[src/rtl/life_pkg.sv]
`default_nettype none
// ============================================================================
// life_pkg : shared cell-state constants and rule-mask helpers for Life arrays
// Rev 1.0
// ============================================================================
package life_pkg;

   localparam int ST_DEAD  = 0;
   localparam int ST_ALIVE = 1;

   // B3/S23 masks for 8 neighbours; stored wide so narrower neighbourhoods can slice them.
   localparam logic [31:0] LIFE_B3_MASK  = 32'h0000_0008;
   localparam logic [31:0] LIFE_S23_MASK = 32'h0000_000C;

   function automatic int mask_width(input int n_neighbors);
      return n_neighbors + 1;
   endfunction

endpackage
`default_nettype wire

[src/rtl/generations_cell_if.sv]
`default_nettype none
// ============================================================================
// generations_cell_if : control, rule and status bundle of one Generations cell
// Rev 1.0
// ============================================================================
interface generations_cell_if #(
   parameter int N_NEIGHBORS = 8,
   parameter int STATE_W     = 1,
   parameter int CNT_W       = $clog2(N_NEIGHBORS + 1),
   parameter int AGE_W       = 4
);

   logic                                             ena;
   logic [N_NEIGHBORS-1:0]                           neighbors;
   logic [STATE_W-1:0]                               state_0;
   logic                                             rule_load;
   logic [life_pkg::mask_width(N_NEIGHBORS)-1:0]     birth_in;
   logic [life_pkg::mask_width(N_NEIGHBORS)-1:0]     survive_in;
   logic [STATE_W-1:0]                               state_d;
   logic [STATE_W-1:0]                               state_q;
   logic                                             alive;
   logic [CNT_W-1:0]                                 living_count;
   logic [AGE_W-1:0]                                 age_q;

   modport master (
      output ena, neighbors, state_0, rule_load, birth_in, survive_in,
      input  state_d, state_q, alive, living_count, age_q
   );

   modport slave (
      input  ena, neighbors, state_0, rule_load, birth_in, survive_in,
      output state_d, state_q, alive, living_count, age_q
   );

endinterface
`default_nettype wire

[src/rtl/neighbor_popcount.sv]
`default_nettype none
// ============================================================================
// neighbor_popcount : zero-extended count of set neighbour alive bits
// Rev 1.0
// ============================================================================
module neighbor_popcount #(
   parameter int N_NEIGHBORS = 8,
   parameter int CNT_W       = $clog2(N_NEIGHBORS + 1)
) (
   input  wire logic [N_NEIGHBORS-1:0] bits_i,
   output logic      [CNT_W-1:0]       count_o
);

   always_comb begin
      count_o = '0;
      for (int i = 0; i < N_NEIGHBORS; i++) begin
         count_o = count_o + CNT_W'(bits_i[i]);
      end
   end

endmodule
`default_nettype wire

[src/rtl/generations_cell.sv]
`default_nettype none
// ============================================================================
// generations_cell : programmable Generations cellular-automaton cell
// Rev 1.0
// ============================================================================
module generations_cell
   import life_pkg::*;
#(
   parameter int N_NEIGHBORS = 8,
   parameter int N_STATES    = 2,
   parameter int STATE_W     = (N_STATES > 2) ? $clog2(N_STATES) : 1,
   parameter int CNT_W       = $clog2(N_NEIGHBORS + 1),
   parameter int AGE_W       = 4,
   parameter logic [mask_width(N_NEIGHBORS)-1:0] DEFAULT_BIRTH   = LIFE_B3_MASK[mask_width(N_NEIGHBORS)-1:0],
   parameter logic [mask_width(N_NEIGHBORS)-1:0] DEFAULT_SURVIVE = LIFE_S23_MASK[mask_width(N_NEIGHBORS)-1:0]
) (
   input wire logic          clk,
   input wire logic          rst,
   generations_cell_if.slave bus
);

   localparam int                 c_mask_w         = mask_width(N_NEIGHBORS);
   localparam logic [STATE_W:0]   c_n_states       = (STATE_W + 1)'(N_STATES);
   localparam logic [STATE_W-1:0] c_st_dead        = STATE_W'(ST_DEAD);
   localparam logic [STATE_W-1:0] c_st_alive       = STATE_W'(ST_ALIVE);
   localparam logic [STATE_W-1:0] c_st_last        = STATE_W'(N_STATES - 1);
   // A two-state cell dies straight to dead; otherwise it enters the first refractory state.
   localparam logic [STATE_W-1:0] c_st_after_alive = (N_STATES == 2) ? c_st_dead : STATE_W'(2);
   localparam logic [AGE_W-1:0]   c_age_max        = '1;

   logic [STATE_W-1:0]  state_q;
   logic [STATE_W-1:0]  state_d;
   logic [c_mask_w-1:0] birth_q;
   logic [c_mask_w-1:0] survive_q;
   logic [AGE_W-1:0]    age_q;
   logic [AGE_W-1:0]    age_d;
   logic [CNT_W-1:0]    w_living_count;
   logic [STATE_W-1:0]  w_state_0_safe;

   neighbor_popcount #(
      .N_NEIGHBORS (N_NEIGHBORS),
      .CNT_W       (CNT_W)
   ) u_popcount (
      .bits_i  (bus.neighbors),
      .count_o (w_living_count)
   );

   assign w_state_0_safe = ({1'b0, bus.state_0} >= c_n_states) ? c_st_dead : bus.state_0;

   // State register: reset wins over both advance and rule load.
   always_ff @(posedge clk) begin
      if (!rst) begin
         state_q   <= w_state_0_safe;
         age_q     <= '0;
         birth_q   <= DEFAULT_BIRTH;
         survive_q <= DEFAULT_SURVIVE;
      end else begin
         if (bus.ena) begin
            state_q <= state_d;
            age_q   <= age_d;
         end
         if (bus.rule_load) begin
            birth_q   <= bus.birth_in;
            survive_q <= bus.survive_in;
         end
      end
   end

   // Next-state: rules are read from the registers, so a load only affects the following cycle.
   always_comb begin
      state_d = c_st_dead;
      if (state_q == c_st_dead) begin
         state_d = birth_q[w_living_count] ? c_st_alive : c_st_dead;
      end else if (state_q == c_st_alive) begin
         state_d = survive_q[w_living_count] ? c_st_alive : c_st_after_alive;
      end else if ({1'b0, state_q} >= c_n_states) begin
         state_d = c_st_dead;
      end else if (state_q == c_st_last) begin
         state_d = c_st_dead;
      end else begin
         state_d = state_q + STATE_W'(1);
      end

      age_d = '0;
      if ((state_q == c_st_alive) && (state_d == c_st_alive)) begin
         age_d = (age_q == c_age_max) ? age_q : age_q + AGE_W'(1);
      end
   end

   always_comb begin
      bus.state_d      = state_d;
      bus.state_q      = state_q;
      bus.alive        = (state_q == c_st_alive);
      bus.living_count = w_living_count;
      bus.age_q        = age_q;
   end

endmodule
`default_nettype wire

[src/flat_wrapper.sv]
// flat-port wrapper written by rule: the top's interface ports become plain ports
module generations_cell_flat import life_pkg::*;
#(
   parameter int N_NEIGHBORS = 8,
   parameter int N_STATES    = 2,
   parameter int STATE_W     = (N_STATES > 2) ? $clog2(N_STATES) : 1,
   parameter int CNT_W       = $clog2(N_NEIGHBORS + 1),
   parameter int AGE_W       = 4,
   parameter logic [mask_width(N_NEIGHBORS)-1:0] DEFAULT_BIRTH   = LIFE_B3_MASK[mask_width(N_NEIGHBORS)-1:0],
   parameter logic [mask_width(N_NEIGHBORS)-1:0] DEFAULT_SURVIVE = LIFE_S23_MASK[mask_width(N_NEIGHBORS)-1:0]
)
  (clk, rst, bus_ena, bus_neighbors, bus_state_0, bus_rule_load, bus_birth_in, bus_survive_in, bus_state_d, bus_state_q, bus_alive, bus_living_count, bus_age_q);
  generations_cell_if #(.N_NEIGHBORS(N_NEIGHBORS), .STATE_W(STATE_W), .CNT_W(CNT_W), .AGE_W(AGE_W)) bus_i ();
  input wire logic clk;
  input wire logic rst;
  input wire logic [$bits(bus_i.ena)-1:0] bus_ena;
  input wire logic [$bits(bus_i.neighbors)-1:0] bus_neighbors;
  input wire logic [$bits(bus_i.state_0)-1:0] bus_state_0;
  input wire logic [$bits(bus_i.rule_load)-1:0] bus_rule_load;
  input wire logic [$bits(bus_i.birth_in)-1:0] bus_birth_in;
  input wire logic [$bits(bus_i.survive_in)-1:0] bus_survive_in;
  output wire logic [$bits(bus_i.state_d)-1:0] bus_state_d;
  output wire logic [$bits(bus_i.state_q)-1:0] bus_state_q;
  output wire logic [$bits(bus_i.alive)-1:0] bus_alive;
  output wire logic [$bits(bus_i.living_count)-1:0] bus_living_count;
  output wire logic [$bits(bus_i.age_q)-1:0] bus_age_q;
  assign bus_i.ena = bus_ena;
  assign bus_i.neighbors = bus_neighbors;
  assign bus_i.state_0 = bus_state_0;
  assign bus_i.rule_load = bus_rule_load;
  assign bus_i.birth_in = bus_birth_in;
  assign bus_i.survive_in = bus_survive_in;
  assign bus_state_d = bus_i.state_d;
  assign bus_state_q = bus_i.state_q;
  assign bus_alive = bus_i.alive;
  assign bus_living_count = bus_i.living_count;
  assign bus_age_q = bus_i.age_q;
  generations_cell #(.N_NEIGHBORS(N_NEIGHBORS), .N_STATES(N_STATES), .STATE_W(STATE_W), .CNT_W(CNT_W), .AGE_W(AGE_W), .DEFAULT_BIRTH(DEFAULT_BIRTH), .DEFAULT_SURVIVE(DEFAULT_SURVIVE)) u_core (.clk(clk), .rst(rst), .bus(bus_i));
endmodule
[config.mk]
export PLATFORM = sky130hd
export DESIGN_NAME = generations_cell_flat
export DESIGN_NICKNAME = d
export VERILOG_FILES = /design/src/rtl/life_pkg.sv /design/src/rtl/generations_cell_if.sv /design/src/rtl/neighbor_popcount.sv /design/src/rtl/generations_cell.sv /design/src/flat_wrapper.sv
export SDC_FILE = /design/constraint.sdc
export NUM_CORES = 1
export LEC_CHECK = 0
export ABC_AREA = 0
export BUFFER_PORTS_ARGS = -buffer_cell sky130_fd_sc_hd__buf_2
export CAP_MARGIN = 40
export CELL_PAD_IN_SITES_DETAIL_PLACEMENT = 0
export CELL_PAD_IN_SITES_GLOBAL_PLACEMENT = 1
export CORE_MARGIN = 2
export CORE_UTILIZATION = 34
export DETAILED_ROUTE_END_ITERATION = 10
export GPL_ROUTABILITY_DRIVEN = 1
export PLACE_DENSITY_LB_ADDON = 0.25
export SLEW_MARGIN = 15
export SYNTH_ARGS = -nofsm -noshare
export SYNTH_HDL_FRONTEND = slang
export SYNTH_SLANG_ARGS = --single-unit
[constraint.sdc]
create_clock -name clk -period 4.1 [get_ports clk]
set_clock_uncertainty 0.15 [all_clocks]
set_input_delay 0.41 -clock clk [delete_from_list [all_inputs] [get_ports clk]]
set_output_delay 0.41 -clock clk [all_outputs]
set_load 0.01 [all_outputs]
## Word-level counts from Yosys, hierarchy flattened

Cells that the tools add are included.
Widths: inputs -> output; s select.

- Register bits after elaboration: 23
- Input port bits: 31
- Word-level logic and storage cells: 29

- Muxes and demuxes: 11
- Order comparisons: 1
- Reductions and logical operators: 2
- $add $sub $neg: 8
- Equal/unequal tests: 3

Operators with widths:

| cell | number |
|---|---|
| $add 4x1->4 | 4 |
| $bmux 1 s4 | 2 |
| $mux 4 | 2 |
| $mux 1 | 7 |
| $lt 4x5->1 const B | 1 |
| $add 3x1->4 | 1 |
| $add 4x1->4 const B | 1 |
| $eq 4x4->1 const B | 1 |
| $add 2x1->3 | 1 |
| $add 1x1->2 | 1 |
| $ne 2x1->1 const B | 1 |
| $ne 2x2->1 const B | 1 |
| $reduce_and 2->1 | 1 |
| $logic_and 1x1->1 | 1 |

## Depth between registers and ports, before layout

- Word-level depth: 14
- Gate-level depth with buffers: 13
- Mapped depth without buffers: 13

## Cells and area by module

Synthesis repeated with hierarchy kept, for this count alone.

- Cells, all modules: 130
- Area, all modules: 1317.5 um^2

By module, submodules not included:

| module | cells an instance | area an instance (um^2) | instances |
|---|---|---|---|
| generations_cell | 106 | 1127.3 | 1 |
| neighbor_popcount | 24 | 190.2 | 1 |

## Worst setup path after synthesis

No wires, ideal clock.

- Path kind: input -> register
- From: input bus_neighbors[0]
- To: register u_core.state_q, in the netlist u_core.bus.alive, data pin
- Path slack: -0.196 ns
- Cell stages on the path: 12
- Buffers on the path: 0
- Arrival time: 3.886 ns
- Cells stage by stage: inv_1 > fa_1 > fa_1 > fa_1 > inv_1 > ha_1 > inv_1 > fa_1 > mux4_2 > mux4_2 > a21o_1 > mux2_4

- Longest elaborated chain between the ends: 13
- Elaborated cells on any way between the ends: 16
- Those cells by class: add/sub: 7; mux: 9

Ends and longest elaborated chain:

| item | line | text |
|---|---|---|
| from (decl) | flat_wrapper.sv:17 | `input wire logic [$bits(bus_i.neighbors)-1:0] bus_neighbors;` |
| $add 1x1->2 * | neighbor_popcount.sv:17 | `count_o = count_o + CNT_W'(bits_i[i]);` |
| $add 2x1->3 * | neighbor_popcount.sv:17 |  |
| $add 3x1->4 * | neighbor_popcount.sv:17 |  |
| $add 4x1->4 * (4 in a row) | neighbor_popcount.sv:17 |  |
| $bmux 1 s4 (on tied branches) | generations_cell.sv:73, generations_cell.sv:75 |  |
| $mux 1 (on tied branches) (2 in a row) | generations_cell.sv:73, generations_cell.sv:75 |  |
| $mux 1 * | generations_cell.sv:72 | `if (state_q == c_st_dead) begin` |
| named net bus_state_d | flat_wrapper.sv:22 | `output wire logic [$bits(bus_i.state_d)-1:0] bus_state_d;` |
| $mux 1 * | generations_cell.sv:58 | `if (bus.ena) begin` |
| $mux 1 * | generations_cell.sv:52 | `if (!rst) begin` |
| to (signal assigned) | generations_cell.sv:53 | `state_q <= w_state_0_safe;` |
| to (signal assigned) | generations_cell.sv:59 | `state_q <= state_d;` |
| to (decl) | generations_cell.sv:31 | `logic [STATE_W-1:0] state_q;` |

The timed path passes the listed nets; every way through them passes the cells marked *. The select of a mux whose other input is x is not followed.
A chain may end at the register's enable or synchronous reset.

## Worst setup path in the final report

- From: input bus_neighbors[0]
- To: output bus_state_d

- Longest elaborated chain between the ends: 11
- Elaborated cells on any way between the ends: 14
- Those cells by class: add/sub: 7; mux: 7

Ends and longest elaborated chain:

| item | line |
|---|---|
| $add 1x1->2 * | neighbor_popcount.sv:17 |
| $add 2x1->3 * | neighbor_popcount.sv:17 |
| $add 3x1->4 * | neighbor_popcount.sv:17 |
| $add 4x1->4 * (4 in a row) | neighbor_popcount.sv:17 |
| $bmux 1 s4 (on tied branches) | generations_cell.sv:73, generations_cell.sv:75 |
| $mux 1 (on tied branches) (2 in a row) | generations_cell.sv:73, generations_cell.sv:75 |
| $mux 1 * | generations_cell.sv:72 |
| to (decl) | flat_wrapper.sv:22 |

Mark *: on every way between the ends. The rest lies on a longest branch, timed or not. The select of a mux whose other input is x is not followed.

==> run_summary.xml <==
<?xml version="1.0" encoding="UTF-8"?>
<metrics>
  <group name="drt">
    <metric name="vias_per_cell" unit="">4.78</metric>
    <metric name="drt_drc_violations_left" unit="">0</metric>
    <metric name="detailedRoute.firstPassIterationCount" unit="">4</metric>
    <metric name="wl_per_cell" unit="um">12.1</metric>
    <metric name="detail-route-antenna-nets" unit="">0</metric>
    <metric name="num_vias" unit="">1105</metric>
    <metric name="route.final.wire_length" unit="mm">2.79</metric>
    <metric name="drt_iter0_drc" unit="">33</metric>
  </group>
  <group name="final_layout">
    <metric name="stdcell_count" unit="">231</metric>
    <metric name="syn_to_final_growth" unit="%">26.6</metric>
    <metric name="finalNetCount" unit="">223</metric>
    <metric name="layout.cells.most_common_list" unit="">40 x sky130_fd_sc_hd__buf_2, 22 x sky130_fd_sc_hd__dfxtp_1, 18 x sky130_fd_sc_hd__mux2i_1</metric>
    <metric name="layout-drive-gt1-share" unit="%">34.4</metric>
    <metric name="final_common_cell" unit="">sky130_fd_sc_hd__buf_2</metric>
    <metric name="final_core_utilization" unit="%">45.7</metric>
    <metric name="ant_diodes" unit="">0</metric>
  </group>
  <group name="floorplanning">
    <metric name="die_h" unit="um">67.0</metric>
    <metric name="number_of_rows_in_the_core_area" unit="">22</metric>
    <metric name="fp.coreArea" unit="mm^2">0.00374</metric>
    <metric name="die-area" unit="mm^2">0.00449</metric>
    <metric name="design.portCount" unit="">42</metric>
    <metric name="initial_utilization" unit="%">36.1</metric>
    <metric name="die_width" unit="um">67.0</metric>
  </group>
  <group name="power">
    <metric name="vdd_drop_max" unit="mV">0.213</metric>
    <metric name="overall_power_of_the_completed_layout" unit="W">0.000719</metric>
    <metric name="p_seq_share" unit="%">35.9</metric>
    <metric name="internal_power" unit="W">0.000490</metric>
    <metric name="p_leak" unit="nW">0.853</metric>
    <metric name="cellPowerDensity" unit="mW/mm^2">421</metric>
    <metric name="netSwitchingFraction" unit="%">31.9</metric>
    <metric name="total_switching_power" unit="W">0.000229</metric>
    <metric name="power.share.combinational" unit="%">44.6</metric>
    <metric name="p_clk_share" unit="%">19.5</metric>
  </group>
  <group name="placement">
    <metric name="placed_cells" unit="">227</metric>
    <metric name="hpwl" unit="mm">2.26</metric>
    <metric name="gp_congestion" unit="">0.833</metric>
    <metric name="io_buffer_count" unit="">41</metric>
  </group>
  <group name="status">
    <metric name="violations" unit="">setup timing</metric>
    <metric name="outcome" unit="">complete, but fails checks</metric>
  </group>
  <group name="timing">
    <metric name="finalHoldWorstSlack" unit="ns">0.210</metric>
    <metric name="final.setup.tns" unit="ns">-0.466</metric>
    <metric name="setup_viol" unit="">2</metric>
    <metric name="period_share" unit="%">110</metric>
    <metric name="post-route-worst-setup-slack" unit="ns">-0.391</metric>
    <metric name="hold_viol" unit="">0</metric>
    <metric name="worst_slew_margin" unit="%">66.2</metric>
    <metric name="maxClockFrequency" unit="MHz">223</metric>
    <metric name="finalCriticalPeriod" unit="ns">4.49</metric>
    <metric name="report.final.slew_viol_count" unit="">0</metric>
    <metric name="worst_margin_slew" unit="ns">0.508</metric>
    <metric name="rsz_0062_raised_after_global_routing" unit="">true</metric>
  </group>
  <group name="setup_path">
    <metric name="end_kind" unit="">output pin</metric>
    <metric name="critPathLaunchType" unit="">input pin</metric>
    <metric name="timing_worst_setup_path_type" unit="">input pin to output pin</metric>
    <metric name="worst-endpoint-required" unit="ns">3.54</metric>
    <metric name="critical_path.max_fanout" unit="">4</metric>
    <metric name="crit_arrival" unit="ns">3.93</metric>
  </group>
  <group name="cts">
    <metric name="tritoncts_num_sinks" unit="">23</metric>
    <metric name="ctsRootBufferMaster" unit="">sky130_fd_sc_hd__clkbuf_8</metric>
    <metric name="cts_tree" unit="">built</metric>
    <metric name="cts.clk_slew.worst_paths" unit="ns">0.08</metric>
    <metric name="cts_buffers" unit="">3</metric>
    <metric name="clk-insertion-delay-late" unit="ns">0.26</metric>
    <metric name="clockBufferDepth" unit="">2</metric>
    <metric name="postCtsSetupBuffers" unit="">0</metric>
    <metric name="cts-htree-levels" unit="">1</metric>
  </group>
  <group name="run">
    <metric name="cap_violations" unit="">0</metric>
  </group>
  <group name="synthesis">
    <metric name="ys_ff_latch" unit="">23</metric>
    <metric name="syn_inst" unit="">137</metric>
    <metric name="syn-num-nets" unit="">176</metric>
    <metric name="synthDominantCellAreaShare" unit="%">32.6</metric>
    <metric name="ys.warnings.count" unit="">0</metric>
    <metric name="yosysUniqueCellTypes" unit="">30</metric>
    <metric name="synthDominantAreaCellType" unit="">sky130_fd_sc_hd__dfxtp_1</metric>
    <metric name="asyncSetResetFlopFracSynth" unit="%">0</metric>
    <metric name="yosysSeqAreaShare" unit="%">34.8</metric>
    <metric name="avgSynthCellArea" unit="um^2">9.85</metric>
    <metric name="most_instantiated_flip_flop_cell_in_the_synthesis_netlist" unit="">sky130_fd_sc_hd__dfxtp_1</metric>
    <metric name="post_synth_instance_area" unit="mm^2">0.00135</metric>
    <metric name="ys_top_cells_by_area" unit="">sky130_fd_sc_hd__dfxtp_1 33%, sky130_fd_sc_hd__mux2i_1 13%, sky130_fd_sc_hd__nor2b_1 7.4%</metric>
    <metric name="synth-edff-count" unit="">1</metric>
  </group>
  <group name="global_routing">
    <metric name="antenna_violations_before_repair" unit="">0</metric>
    <metric name="globalRouteTotalUtil" unit="%">14.2</metric>
    <metric name="first_global_vias" unit="">1110</metric>
    <metric name="grt_max_degree" unit="">27</metric>
    <metric name="grt_first_pass_wirelength" unit="mm">4.83</metric>
    <metric name="grt_remaining_overflow" unit="">0</metric>
  </group>
  <group name="min_path">
    <metric name="hold_path.class" unit="">input pin to register</metric>
  </group>
</metrics>
==> area by class of cell <==
class                      instances  area (um^2)
sequential                        23          470
multi-input combinational         88          778
timing repair buffer              49          275
fill                             395         2030
clock inverter                     1         5.00
tap                               48         60.1
inverter                          19         78.8
clock buffer                       3         41.3
==> worst paths after layout <==
kind | start | endpoint | slack (ns) | cells after the start
setup / recovery | bus_neighbors[0] | bus_state_d | -0.39 | 13
hold / removal | bus_survive_in[3] | u_core.survive_q[3]$_SDFFE_PN1P_ | 0.21 | 3
setup reg to reg | u_core.survive_q[1]$_SDFFE_PN0P_ | u_core.bus.alive$_DFFE_PP_ | 1.98 | 4
hold reg to reg | u_core.birth_q[3]$_SDFFE_PN1P_ | u_core.birth_q[3]$_SDFFE_PN1P_ | 0.33 | 2
==> metrics by stage <==
stage,setup WS [ns],area [um^2]
CTS,-0.419,1710
finish,-0.391,1710
detailed placement,-0.462,1650
global route,-0.514,1710
global placement,-0.421,1650
floorplan,-0.177,1360
==> metal layers <==
layer,vias up,routed length (um),GRT usage (%)
met2,30,1280,23.0
met1,518,1310,18.5
met5,-,0,0
met3,5,153,2.36
li1,552,-,-
met4,0,44,6.12
==> synthesized netlist by cell type, types with 2 or more instances <==
cell,instances
sky130_fd_sc_hd__a21o_1,2
sky130_fd_sc_hd__a21oi_1,4
sky130_fd_sc_hd__clkbuf_1,4
sky130_fd_sc_hd__dfxtp_1,22
sky130_fd_sc_hd__fa_1,4
sky130_fd_sc_hd__ha_1,4
sky130_fd_sc_hd__inv_1,19
sky130_fd_sc_hd__mux2i_1,18
sky130_fd_sc_hd__mux4_1,2
sky130_fd_sc_hd__mux4_2,3
sky130_fd_sc_hd__nand2_1,10
sky130_fd_sc_hd__nand3_1,4
sky130_fd_sc_hd__nor2_1,4
sky130_fd_sc_hd__nor2b_1,16
sky130_fd_sc_hd__nor3b_1,3
sky130_fd_sc_hd__o21ai_0,3
sky130_fd_sc_hd__o22ai_1,2
==> repair_timing <==
item	CTS	global route
setup endpoints to repair	2	5
hold buffers	0	0
resized for setup	3	3
==> power by group through the flow <==
stage          Sequential (W)  Combinational, W  Clock, W
6_report             0.000259          0.000321  0.000140
2_1_floorplan        0.000261          0.000209         0
5_1_grt              0.000262          0.000361  0.000156
3_3_place_gp         0.000263          0.000319         0
3_5_place_dp         0.000264          0.000323         0
4_1_cts              0.000258          0.000325  0.000145
==> worst max-delay path, cell delays in order <==
cell and delay [ns]:
sky130_fd_sc_hd__buf_8 0.08, sky130_fd_sc_hd__inv_8 0.02, sky130_fd_sc_hd__fa_1 0.56, sky130_fd_sc_hd__fa_1 0.43, sky130_fd_sc_hd__fa_1 0.43, sky130_fd_sc_hd__inv_1 0.07, sky130_fd_sc_hd__ha_2 0.18, sky130_fd_sc_hd__inv_2 0.04
sky130_fd_sc_hd__fa_2 0.57, sky130_fd_sc_hd__mux4_2 0.31, sky130_fd_sc_hd__mux4_2 0.47, sky130_fd_sc_hd__a21o_1 0.21, sky130_fd_sc_hd__buf_2 0.14
==> state kept, by name, summed over array words and instances, names as in the netlist <==
register	flops
u_core.birth_q	9
u_core.bus.age_q	4
u_core.bus.alive	1
u_core.survive_q	9
==> logic make-up (layout without fill, tap and decap cells) <==
family	count (synthesis)	count (layout)	share of synthesized area [%]
AO/OA/AOI/OAI	15	15	7.41
XOR/XNOR	1	1	0.649
multiplexers	24	24	23.4
buffers and inverters	26	72	8.06
flip-flops	23	23	34.8
adder cells (fa/ha/maj)	8	8	9.64
AND/OR/NAND/NOR	40	40	16.0
Note: power is estimated with default switching activity, not from simulation.
